--- config.mk ---
export PLATFORM = sky130hd
export DESIGN_NAME = fnd_scan_controller
export DESIGN_NICKNAME = d
export VERILOG_FILES = /design/src/rtl/fnd_scan_controller.sv
export SDC_FILE = /design/constraint.sdc
export NUM_CORES = 1
export LEC_CHECK = 0
export BUFFER_PORTS_ARGS = -buffer_cell sky130_fd_sc_hd__buf_2
export CAP_MARGIN = 25
export CORE_MARGIN = 2
export CORE_UTILIZATION = 55
export CTS_CLUSTER_DIAMETER = 100
export DETAILED_ROUTE_END_ITERATION = 6
export PLACE_DENSITY = 0.78
export SYNTH_ARGS = -nofsm -noshare
export SYNTH_HDL_FRONTEND = slang
export SYNTH_SLANG_ARGS = --single-unit
--- constraint.sdc ---
create_clock -name i_clk -period 3.3 [get_ports i_clk]
set_clock_uncertainty 0.15 [all_clocks]
set_input_delay 0.165 -clock i_clk [delete_from_list [all_inputs] [get_ports i_clk]]
set_output_delay 0.165 -clock i_clk [all_outputs]
set_load 0.005 [all_outputs]
--- src/rtl/fnd_scan_controller.sv ---
`default_nettype none
// +-----------------------------------------------------------------------------+
// | Module   : fnd_scan_controller                                              |
// | Purpose  : Converts a 14-bit binary value to four BCD digits with a         |
// |            sequential shift-add-3 engine and time-multiplexes the digits    |
// |            for a 4-digit FND at a programmable refresh rate.                |
// | Options  : FND_LEADING_BLANK_EN - blank leading zero digits (digit 0 is     |
// |            never blanked). Undefined: all four digits always shown.         |
// | Revision : 1.0 - initial release                                            |
// +-----------------------------------------------------------------------------+
module fnd_scan_controller #(
  parameter int SCAN_DIV = 100000
) (
  input  logic        i_clk,
  input  logic        i_reset,
  input  logic [13:0] i_value,
  input  logic        i_load,
  output logic [1:0]  o_digitSelect,
  output logic [3:0]  o_bcd,
  output logic        o_digitEn,
  output logic        o_busy,
  output logic        o_ovf
);

  localparam int                TICK_W    = (SCAN_DIV > 2) ? $clog2(SCAN_DIV) : 1;
  localparam logic [TICK_W-1:0] TICK_LAST = TICK_W'(SCAN_DIV - 1);
  localparam logic [13:0]       MAX_VALUE = 14'd9999;
  localparam logic [3:0]        LAST_BIT  = 4'd13;

  typedef enum logic [1:0] {
    ST_IDLE  = 2'd0,
    ST_SHIFT = 2'd1,
    ST_DONE  = 2'd2
  } state_t;

  state_t            state_q, state_d;
  logic [13:0]       shift_q, shift_d;
  logic [15:0]       acc_q,   acc_d;
  logic [3:0]        cnt_q,   cnt_d;
  logic [15:0]       disp_q,  disp_d;
  logic              ovf_q,   ovf_d;
  logic [TICK_W-1:0] tick_q,  tick_d;
  logic [1:0]        sel_q,   sel_d;

  logic [15:0]       w_adj;
  logic              w_en;

  // Add 3 to every BCD nibble that is 5 or more, ahead of the next doubling
  function automatic logic [15:0] add3(input logic [15:0] a);
    logic [15:0] r;
    r = a;
    for (int n = 0; n < 4; n++) begin
      if (a[4*n +: 4] >= 4'd5) begin
        r[4*n +: 4] = a[4*n +: 4] + 4'd3;
      end
    end
    return r;
  endfunction

  assign w_adj = add3(acc_q);

  // Converter: capture clamped value, run 14 add-3/shift steps, publish result
  always_comb begin
    state_d = state_q;
    shift_d = shift_q;
    acc_d   = acc_q;
    cnt_d   = cnt_q;
    disp_d  = disp_q;
    ovf_d   = ovf_q;
    case (state_q)
      ST_IDLE: begin
        if (i_load) begin
          shift_d = (i_value > MAX_VALUE) ? MAX_VALUE : i_value;
          ovf_d   = (i_value > MAX_VALUE);
          acc_d   = 16'd0;
          cnt_d   = 4'd0;
          state_d = ST_SHIFT;
        end
      end
      ST_SHIFT: begin
        // {accumulator, shift register} shifted left by one after the adjust
        acc_d   = {w_adj[14:0], shift_q[13]};
        shift_d = {shift_q[12:0], 1'b0};
        cnt_d   = cnt_q + 4'd1;
        if (cnt_q == LAST_BIT) begin
          state_d = ST_DONE;
        end
      end
      ST_DONE: begin
        // Whole display word changes in one edge so digits never mix values
        disp_d  = acc_q;
        state_d = ST_IDLE;
      end
      default: begin
        state_d = ST_IDLE;
      end
    endcase
  end

  // Scanner: free-running tick divider, digit slot advances on each wrap
  always_comb begin
    tick_d = tick_q + 1'b1;
    sel_d  = sel_q;
    if (tick_q == TICK_LAST) begin
      tick_d = '0;
      sel_d  = sel_q + 2'd1;
    end
  end

  // State registers; reset also discards any conversion in flight
  always_ff @(posedge i_clk) begin
    if (i_reset) begin
      state_q <= ST_IDLE;
      shift_q <= 14'd0;
      acc_q   <= 16'd0;
      cnt_q   <= 4'd0;
      disp_q  <= 16'd0;
      ovf_q   <= 1'b0;
      tick_q  <= '0;
      sel_q   <= 2'd0;
    end else begin
      state_q <= state_d;
      shift_q <= shift_d;
      acc_q   <= acc_d;
      cnt_q   <= cnt_d;
      disp_q  <= disp_d;
      ovf_q   <= ovf_d;
      tick_q  <= tick_d;
      sel_q   <= sel_d;
    end
  end

`ifdef FND_LEADING_BLANK_EN
  // Slot is shown if it is digit 0 or any digit at or above it is non-zero
  always_comb begin
    w_en = 1'b1;
    case (sel_q)
      2'd0:    w_en = 1'b1;
      2'd1:    w_en = |disp_q[15:4];
      2'd2:    w_en = |disp_q[15:8];
      2'd3:    w_en = |disp_q[15:12];
      default: w_en = 1'b1;
    endcase
  end
`else
  assign w_en = 1'b1;
`endif

  // Outputs depend on registers only, never directly on inputs
  assign o_digitSelect = sel_q;
  assign o_bcd         = disp_q[{sel_q, 2'b00} +: 4];
  assign o_digitEn     = w_en;
  assign o_busy        = (state_q != ST_IDLE);
  assign o_ovf         = ovf_q;

endmodule
`default_nettype wire

======== Word level (Yosys, flattened, before mapping) ========
Cells that the tools add are included.
word-level totals
  flip-flop bits (word level) ............. 72
  input bits .............................. 17
  output and inout port bits .............. 9
cells by class
  add/sub/neg operators ................... 7
  $lt $le $gt $ge ......................... 5
  shift-type cells ........................ 1
  reductions and logical operators ........ 7
  mux-type cells .......................... 14
  eq/ne operators ......................... 6
operator list
  kind                     count
  $pmux W16 S2             1
  $mux W14                 2
  $pmux W14 S2             1
  $add A17 B1 Y17 const B  1
  $eq A17 B17 Y1 const B   1
  $ge A4 B3 Y1 const B     4
  $mux W16                 1
  $mux W4                  4
  $shiftx A16 B5 Y4        1
  $gt A14 B14 Y1 const B   1
  $add A4 B2 Y4 const B    3
  $pmux W4 S2              1
  $reduce_and A2 Y1        3
  $add A4 B1 Y4 const B    1
  $eq A4 B4 Y1 const B     1
  $mux W2                  2
  $ne A2 B2 Y1 const B     2
  $pmux W2 S2              1
  $reduce_bool A2 Y1       2
  $add A3 B2 Y3 const B    1
  $mux W3                  1
  $add A2 B1 Y2 const B    1
  $eq A2 B1 Y1 const B     1
  $eq A2 B2 Y1 const B     1
  other kinds (2)          2

======== Logic depth before layout (Yosys ltp) ========
Gate-level depths: netlist of run 1.
  word-level depth ........................ 4
  gate-level depth with buffers ........... 6
  gate-level depth less buffers ........... 6

======== Worst setup path after synthesis of run 1 ========
No wires, ideal clock.
  path type ............................... register to register
  start point ............................. reg tick_q[12]
  end point ............................... reg sel_q[1] (netlist: o_digitSelect[1])
  period minus slack after synthesis ...... 2.042 ns
  buffers on the path ..................... 0
  arrival ................................. 1.823 ns
  stages on the path, launching flop included .. 5
  setup slack ............................. 1.258 ns
  required time ........................... 3.080 ns
  cells stage by stage .................... dfxtp_1 > or3_1 > or4b_4 > or4_1 > a21oi_1
on the way
  cells in the longest elaborated chain, start to end .. 1
RTL lines
  item                      line  source
  start: declaration        42    logic [TICK_W-1:0] tick_q, tick_d;
  start signal: assignment  128   tick_q <= tick_d;
  $eq A17 B17 Y1            104   if (tick_q == TICK_LAST) begin
  end signal: assignment    129   sel_q <= sel_d;
  end: declaration          43    logic [1:0] sel_q, sel_d;
Every way passes these cells.
A chain may end at the register's enable or synchronous reset.

======== Worst setup path in the final report of run 1 ========
  start point ............................. reg tick_q[11]
  end point ............................... reg tick_q[11]
on the way
  cells in the longest elaborated chain, start to end .. 2
RTL lines
  item
  branches (longest 2 deep; another with $add A17 B1 Y17)
Several ways; the timed one is not identified.

==> flow_summary.ini, run 1 <==
[routing]
dr.pass1.iters = 4
drtIter0Drc = 195
ant_nets = 0
drc = 0
vias_per_cell = 5.622
vias = 2783
wl_per_cell_um = 13.60
drt-total-wl_mm = 6.732

[layout]
syn2layout_area_growth_pct = 13.61
final_cell_mix = 72 x dfxtp_1, 52 x nand2_1, 44 x a21oi_1
nets = 443
layout_commonest_cell = dfxtp_1
final.fill_count = 482
drive_gt1_share_pct = 13.33
stdcell_count = 495
diodes = 0

[worst_setup_path]
crit_path_start = tick_q[11]
path_depth = 4
crit_path_end_kind = flip-flop
startpoint_type = flip-flop
critPathKind = reg2reg
crit-reg2reg-capture = tick_q[11]
crit_family = simple AND/OR/NAND/NOR gates
reg2reg_depth = 4
cp_max_fo = 16
path_buf_inv = 0
r2r_start = tick_q[11]
crit_slowest_cell = or4b_4
crit_arrival_ps = 2320
cpPeakStageDelay_ps = 570
reg2reg_setup_slack_ps = 1040
crit_chain = or3_1 > or4b_4 > o21bai_2 > nor2_1
crit_required_ps = 3350
worstSetupEndpoint = tick_q[11]

[clock_network]
clockBufferDepth = 2
path_clk_slew_ps = 70
post_cts_resized = 0
h-tree-depth = 3
clk_latency_ps = 340
cts_root_buffer = clkbuf_8
clock_sinks = 72
cts_tree = built
numCtsBuffers = 9

[synthesis]
avgSynthCellArea_um2 = 8.577
synth-seq-cells = 72
ys_types = 43
synth_top_area_share_pct = 43.54
netlist_area_um2 = 3311
synth_top_area_cell = dfxtp_1
synthTopCellsByArea = dfxtp_1 44%, a21oi_1 6.7%, nand2_1 5.9%, xnor2_1 4.5%, ha_1 4.2%
synthesis.nets = 414
yosysSeqAreaShare_pct = 43.54
syn-instance-count = 386
yosysWarnings = 0
synth_edf_count = 0
synth_ff_type = dfxtp_1
async_flop_share_pct = 0

[placed_design]
dpl.hpwl_mm = 4.505
finalWeightedCongestion = 0.8842
place_ws_ps = 1068
io_buffers = 24
post-place-cells = 468

[pwr]
p_leak_nw = 1.382
peakVddDrop_uv = 284.2
p_per_area_nw_per_um2 = 471.4

[timing]
hold_viol = 0
fin_crit_sh_pct = 68.54
layout_setup_ws_ps = 1038
fmax_mhz = 442.1
worst_pin_slew_ps = 854.8
final_max_slew_viol_count = 0
timing.final.setup_violations = 0
max-slew-margin-rel_pct = 42.90
fin_crit_ps = 2262
rsz0062_at_grt = no
setup-tns-final_ps = 0

[grt]
grt_pass1_vias = 2540
grt-ovfl-total = 0
antenna_found_initial = 0
track_usage_pct = 22.05
grt_max_degree = 38
grt_pass1_wl_mm = 11.25

[worst_hold_path]
hold_path.class = in2reg
min_path_cells = 3

[floorplan]
start_util_pct = 56.25
io_pins = 26
die-area_um2 = 6656
chipHeight_um = 81.59
die_w_um = 81.59
num_rows = 28
core-area_um2 = 5886

[outcome]
status = finished clean

[run]
max_cap_violations = 0
==> through the flow <==
step | instance area, um^2 | total power [mW] | utilization (%) | hold slack [ps]
finish | 3761 | 1.773 | 63.90 | 36.08
global route | 3761 | 1.854 | 63.90 | 43.44
CTS | 3754 | 1.794 | 63.78 | 1.490
detailed placement | 3435 | 1.022 | 58.35 | 239.2
global placement | 3435 | 1.020 | 58.35 | 235.4
floorplan | 3311 | 0.9907 | - | 131.9
==> layer usage <==
metal | GRT usage, % | wire length [um] | share of wire [%]
met5 | 0 | 0 | 0
met4 | 6.667 | 56 | 0.83
met3 | 7.033 | 285 | 4.2
met2 | 36.97 | 3339 | 50
met1 | 27.12 | 3052 | 45
==> area by class of cell <==
type	instances	area [um^2]	area share [%]
clock buffer	9	123.9	3.293
tap	75	93.84	2.495
multi-input combinational	280	1700	45.21
inverter	13	48.80	1.297
timing repair buffer	39	257.7	6.853
sequential	72	1441	38.32
clock inverter	7	95.09	2.528
==> report_power, final <==
part           internal, mW  switching, mW  leakage (nW)
logic                0.0455         0.0659         0.689
registers             0.888         0.0135         0.583
clock network         0.426          0.334         0.110
==> synth_stat cells (6+ instances only) <==
cell type	count
dfxtp_1	72
nand2_1	52
a21oi_1	44
nor2_1	36
o21ai_0	18
xnor2_1	17
clkbuf_1	15
inv_1	13
nand3_1	12
ha_1	11
nor3_1	10
a22o_1	8
nand4_1	8
nand2b_1	7
nor4_1	6
==> worst min-delay path by stage <==
stage | slack (ps) | startpoint | end
6_report | 40 | i_value[9] | shift_q[9]
5_1_grt | 40 | i_value[10] | shift_q[10]
4_1_cts | 1 | i_value[0] | shift_q[0]
3_5_place_dp | 240 | i_value[5] | shift_q[5]
3_3_place_gp | 240 | i_value[4] | shift_q[4]
2_1_floorplan | 130 | i_value[4] | shift_q[4]
==> state kept, by name, summed over array words and instances (netlist names) <==
| signal | flops |
|---|---|
| tick_q | 17 |
| state_q | 2 |
| shift_q | 14 |
| disp_q | 16 |
| o_digitSelect | 2 |
| o_ovf | 1 |
| acc_q | 16 |
| cnt_q | 4 |
==> cells by family after synthesis <==
| group | synth area share (%) |
|---|---|
| AND/OR/NAND/NOR | 21.47 |
| flip-flops | 43.54 |
| AO/OA/AOI/OAI | 15.53 |
| other | 0.1133 |
| buffers and inverters | 5.102 |
| XOR/XNOR | 5.820 |
| multiplexers | 4.271 |
| adder cells (fa/ha/maj) | 4.157 |
==> worst min-delay path, cell delays in order <==
cell and delay [ps]:
buf_2 90, o21ai_0 80, a21oi_1 150
==> repair_timing <==
| action | CTS | global route |
|---|---|---|
| hold buffers | 10 | 0 |
| buffers inserted | 0 | 0 |
| endpoints found under the hold margin | 10 | 0 |
Note: power is estimated with default switching activity, not from simulation.
==> run 2: changes to the inputs <==
- ABC_AREA: unset -> 1
- clock period: 3.3 -> 2.3 ns (I/O delays scaled with it)
==> flow_summary.ini, run 2 <==
[floorplan]
chipHeight_um = 84.97
die-area_um2 = 7220
die_w_um = 84.97
io_pins = 26
start_util_pct = 56.79
core-area_um2 = 6350
num_rows = 29

[clock_network]
cts_root_buffer = clkbuf_8
post_cts_resized = 0
clk_latency_ps = 340
numCtsBuffers = 9
cts_tree = built
h-tree-depth = 3
cts_setup_buffers = 0
clock_sinks = 72
path_clk_slew_ps = 80
clockBufferDepth = 2

[worst_setup_path]
cp_max_fo = 12
crit_required_ps = 2040
critPathKind = reg2out
crit-reg2reg-capture = tick_q[16]
crit_family = flip-flops
reg2reg_setup_slack_ps = 510
startpoint_type = flip-flop
reg2reg_depth = 10
crit_slowest_cell = dfxtp_1
crit_arrival_ps = 1540
crit_path_end_kind = output pin
r2r_start = tick_q[0]
path_buf_inv = 2
crit_chain = inv_1 > o21ai_0 > o22ai_1 > buf_2
cpPeakStageDelay_ps = 550

[synthesis]
synth-seq-cells = 72
synth_edf_count = 0
synthTopCellsByArea = dfxtp_1 40%, nand2_1 12%, a21oi_1 7.9%, o21ai_0 5.4%, inv_1 5.4%
synthesis.nets = 534
netlist_area_um2 = 3606
avgSynthCellArea_um2 = 7.126
synth_top_area_cell = dfxtp_1
async_flop_share_pct = 0
yosysWarnings = 0
synth_most_common_cell = nand2_1
yosysSeqAreaShare_pct = 39.97
synth_top_area_share_pct = 39.97
syn-instance-count = 506
synth_common_cells = 117 x nand2_1, 72 x dfxtp_1, 57 x a21oi_1
ys_types = 35
synth_ff_type = dfxtp_1

[timing]
setup-tns-final_ps = 0
fmax_mhz = 553.1
worst_pin_slew_ps = 514.3
final_max_slew_viol_count = 0
hold_viol = 0
max-slew-margin-rel_pct = 65.67
fin_crit_sh_pct = 78.61
timing.final.setup_violations = 0
fin_crit_ps = 1808
rsz0062_at_grt = no

[pwr]
p_sw_mw = 0.6097
p_comb_share_pct = 7.4
p_int_mw = 2.130
p_clk_share_pct = 45.4
p_seq_share_pct = 47.3
p_per_area_nw_per_um2 = 666.7
swShare_pct = 22.25
peakVddDrop_uv = 573.8
p_leak_nw = 1.678

[routing]
wl_per_cell_um = 12.44
vias_per_cell = 5.269
drc = 0
drt-total-wl_mm = 7.715
drtIter0Drc = 170
vias = 3267
dr.pass1.iters = 5
ant_nets = 0

[layout]
largest_reg_flops = 17
syn2layout_area_growth_pct = 13.98
largest-register = tick_q
diodes = 0
drive_gt1_share_pct = 12.52
layout_commonest_cell = nand2_1
final_cell_mix = 117 x nand2_1, 72 x dfxtp_1, 57 x a21oi_1
stdcell_count = 620
nets = 566
reg_top3 = tick_q x17, acc_q x16, disp_q x16

[grt]
grt_use_met2_pct = 39.63
grt_pass1_wl_mm = 13.61
busiest_layer = met2
grtUsageMet3_pct = 3.794
grtUsageMet1_pct = 28.90
track_usage_pct = 23.04
grt_max_degree = 36
grt_pass1_vias = 3125
grt-ovfl-total = 0
antenna_found_initial = 0

[worst_hold_path]
hold_path_startpoint = i_value[13]
min_to = shift_q[13]
hold_path.class = in2reg
min_path_cells = 3

[run]
max_cap_violations = 0

[placed_design]
finalWeightedCongestion = 0.8780
io_buffers = 24
dpl.hpwl_mm = 5.211
post-place-cells = 591

[outcome]
status = finished clean
## run 2: metal layers
metal / vias up / share of wire [%]
li1: 1710 / -
met1: 1470 / 46
met2: 80 / 48
met3: 7 / 4.5
met4: 0 / 1.0
met5: - / 0
## run 2: tightest hold or removal path, delay by kind of cell
family	cells	cell delay, ps
AO/OA/AOI/OAI	2	240
buffers and inverters	1	110
## run 2: cells by family (layout without fill, tap and decap cells)
kind of cell    Yosys count  count (layout)  share of synthesized area, %
simple gates            225             225                         27.90
compound gates          113             113                         16.90
buf+inv                  77             114                         9.612
flops                    72              72                         39.97
fa+ha+maj                11              11                         3.817
xor+xnor                  7               7                         1.700
other cells               1               1                        0.1040
## run 2: per-stage QoR
| stage | util (%) | hold WS (ps) | area, um^2 | total power, mW | worst slack, ps |
|---|---|---|---|---|---|
| floorplan | - | 179.9 | 3606 | 1.468 | 748.2 |
| CTS | 64.73 | 0.5709 | 4110 | 2.757 | 482.9 |
| global route | 64.73 | 42.38 | 4110 | 2.848 | 292.9 |
| detailed placement | 58.68 | 299.2 | 3726 | 1.508 | 505.7 |
| global placement | 58.68 | 290.7 | 3726 | 1.501 | 602.3 |
| finish | 64.73 | 9.049 | 4110 | 2.740 | 492.0 |
## run 2: worst max path at each step
stage	from	slack (ps)	depth (start not counted)	to
6_report	o_digitSelect[0]	490	4	o_bcd[0]
4_1_cts	tick_q[0]	480	10	tick_q[16]
3_3_place_gp	tick_q[0]	600	10	tick_q[16]
3_5_place_dp	tick_q[0]	510	10	tick_q[16]
5_1_grt	tick_q[0]	290	10	tick_q[16]
2_1_floorplan	tick_q[0]	750	9	tick_q[11]
## run 2: power groups by stage
stage | Clock (mW) | Sequential, mW | Combinational, mW
final | 1.24 | 1.29 | 0.202
after global routing | 1.32 | 1.30 | 0.229
after CTS | 1.26 | 1.29 | 0.201
after detailed placement | 0 | 1.32 | 0.184
after global placement | 0 | 1.32 | 0.180
after floorplan | 0 | 1.32 | 0.149
## run 2: what timing repair did
| action | in CTS | in global routing |
|---|---|---|
| hold buffers | 13 | 0 |
| endpoints found under the setup margin | 0 | 0 |
| hold endpoints to repair | 13 | 0 |
## run 2: layout make-up
| cell class | count | area (um^2) |
|---|---|---|
| clock buffers | 11 | 151.4 |
| clock inverters | 5 | 102.6 |
| flip-flops and latches | 72 | 1441 |
| inverters | 56 | 212.7 |
| repair buffers | 42 | 287.8 |
| fillers | 544 | 2240 |
| multi-input cells | 357 | 1818 |
| well taps | 77 | 96.34 |
==> run 3: changes to the inputs <==
- clock period: 2.3 -> 1.76 ns (I/O delays scaled with it)
==> flow_summary.ini, run 3 (synthesis gave the netlist of run 2 again) <==
[clock_network]
cts_root_buffer = clkbuf_8
numCtsBuffers = 9
clockBufferDepth = 2
clock_sinks = 72
cts_setup_buffers = 0
cts_tree = built
h-tree-depth = 3
clk_latency_ps = 350
path_clk_slew_ps = 80

[timing]
hold_ws_ps = 60.76
fin_crit_sh_pct = 92.66
final_max_slew_viol_count = 0
hold_viol = 0
fin_crit_ps = 1631
rsz0062_at_grt = no
setup-tns-final_ps = 0
timing.final.setup_violations = 0
fmax_mhz = 613.2

[floorplan]
io_pins = 26
chipHeight_um = 84.97
num_rows = 29
core-area_um2 = 6350
die-area_um2 = 7220
start_util_pct = 56.79
die_w_um = 84.97

[run]
max_cap_violations = 0

[layout]
reg_top3 = tick_q x17, acc_q x16, disp_q x16
nets = 575
final_area_um2 = 4178
largest_reg_flops = 17
syn2layout_area_growth_pct = 15.86
stdcell_count = 629
final_cell_mix = 117 x nand2_1, 70 x dfxtp_1, 57 x a21oi_1
layout_commonest_cell = nand2_1
largest-register = tick_q
diodes = 0
drive_gt1_share_pct = 14.31

[worst_setup_path]
crit_arrival_ps = 1720
crit_required_ps = 1850
crit_family = simple AND/OR/NAND/NOR gates
crit_chain = ha_2 > nand2_2 > inv_2 > nand2_2 > nor2_4 > nand3_4 > nand2_4 > buf_6 > a21oi_1
crit_path_start = tick_q[1]
critPathKind = reg2reg
crit_path_end_kind = flip-flop
cp_max_fo = 7
startpoint_type = flip-flop
cpPeakStageDelay_ps = 370
path_buf_inv = 2
crit_slowest_cell = dfxtp_1
cpMostUsedCell = nand2_2
r2r_start = tick_q[1]

[routing]
dr_wl_met2_mm = 3.714
wl_per_cell_um = 12.42
vias_per_cell = 5.259
dr.pass1.iters = 5
drt-total-wl_mm = 7.814
drc = 0
drtIter0Drc = 153
ant_nets = 0
wl_met3_um = 313
drt-met1-wl_mm = 3.684
vias = 3308
top_layer_used = met4

[placed_design]
placed_area_um2 = 3824
finalWeightedCongestion = 0.8488
dpl.hpwl_mm = 5.388
post-place-cells = 599
io_buffers = 24

[grt]
grt-ovfl-total = 0
grt_pass1_wl_mm = 13.37
grt_max_degree = 33
track_usage_pct = 22.81
antenna_found_initial = 0
grt_pass1_vias = 3031

[outcome]
status = finished clean

[pwr]
p_leak_nw = 1.708
peakVddDrop_uv = 584.9
p_per_area_nw_per_um2 = 797.8

[worst_hold_path]
hold_path.class = in2reg
hold_path_startpoint = i_reset
run 3: cell types whose count changed in the layout (fill, tap and decap cells not counted):
cell | previous run | this run
buf_4 | 5 | 9
buf_12 | 0 | 3
bufinv_16 | 3 | 1
dfxtp_1 | 72 | 70
dfxtp_2 | 0 | 2
buf_6 | 0 | 1
clkbuf_8 | 11 | 10
clkinv_4 | 0 | 1
clkinvlp_4 | 1 | 2
dlygate4sd3_1 | 13 | 14
ha_1 | 11 | 10
ha_2 | 0 | 1
inv_6 | 0 | 1
run 3: repair_timing:
| item | CTS | global route |
|---|---|---|
| setup endpoints to repair | 0 | 12 |
| endpoints found under the hold margin | 14 | 0 |
| hold buffers | 14 | 0 |
| resized for setup | 0 | 4 |
run 3: final cells by class:
class,count,area [um^2]
sequential,72,1444
multi-input combinational,357,1821
tap,77,96.34
clock inverter,6,67.56
timing repair buffer,51,399.1
inverter,56,212.7
clock buffer,10,137.6
fill,544,2172
run 3: path summary, 6_finish.rpt:
| check | end | slack [ps] | depth (start not counted) |
|---|---|---|---|
| setup reg to reg | tick_q[11] | 130 | 9 |
| hold reg to reg | tick_q[0] | 290 | 1 |
| setup / recovery | tick_q[11] | 130 | 9 |
| hold / removal | disp_q[2] | 60 | 4 |
run 3: per-stage QoR:
stage	power, mW	util [%]	setup WS [ps]
2_1_floorplan	1.919	-	208.2
3_3_place_gp	1.999	60.22	139.4
3_5_place_dp	2.007	60.22	70.79
4_1_cts	3.353	65.66	3.629
5_1_grt	3.477	65.79	23.98
6_report	3.333	65.79	129.2
run 3: where the power goes:
group | switching [mW] | internal, mW
Clock | 0.639 | 0.697
Sequential | 0.0257 | 1.67
Combinational | 0.172 | 0.131
Total | 0.837 | 2.50
run 3: routing by layer:
metal	vias up	track usage [%]
li1	1727	-
met5	-	0
met2	64	38.21
met1	1508	29.43
met4	0	7.071
met3	9	4.961
run 3: tightest hold or removal path, cell delays in order:
cell and delay [ps]:
buf_2 90, inv_1 170, o21ai_0 130, nor2_1 40
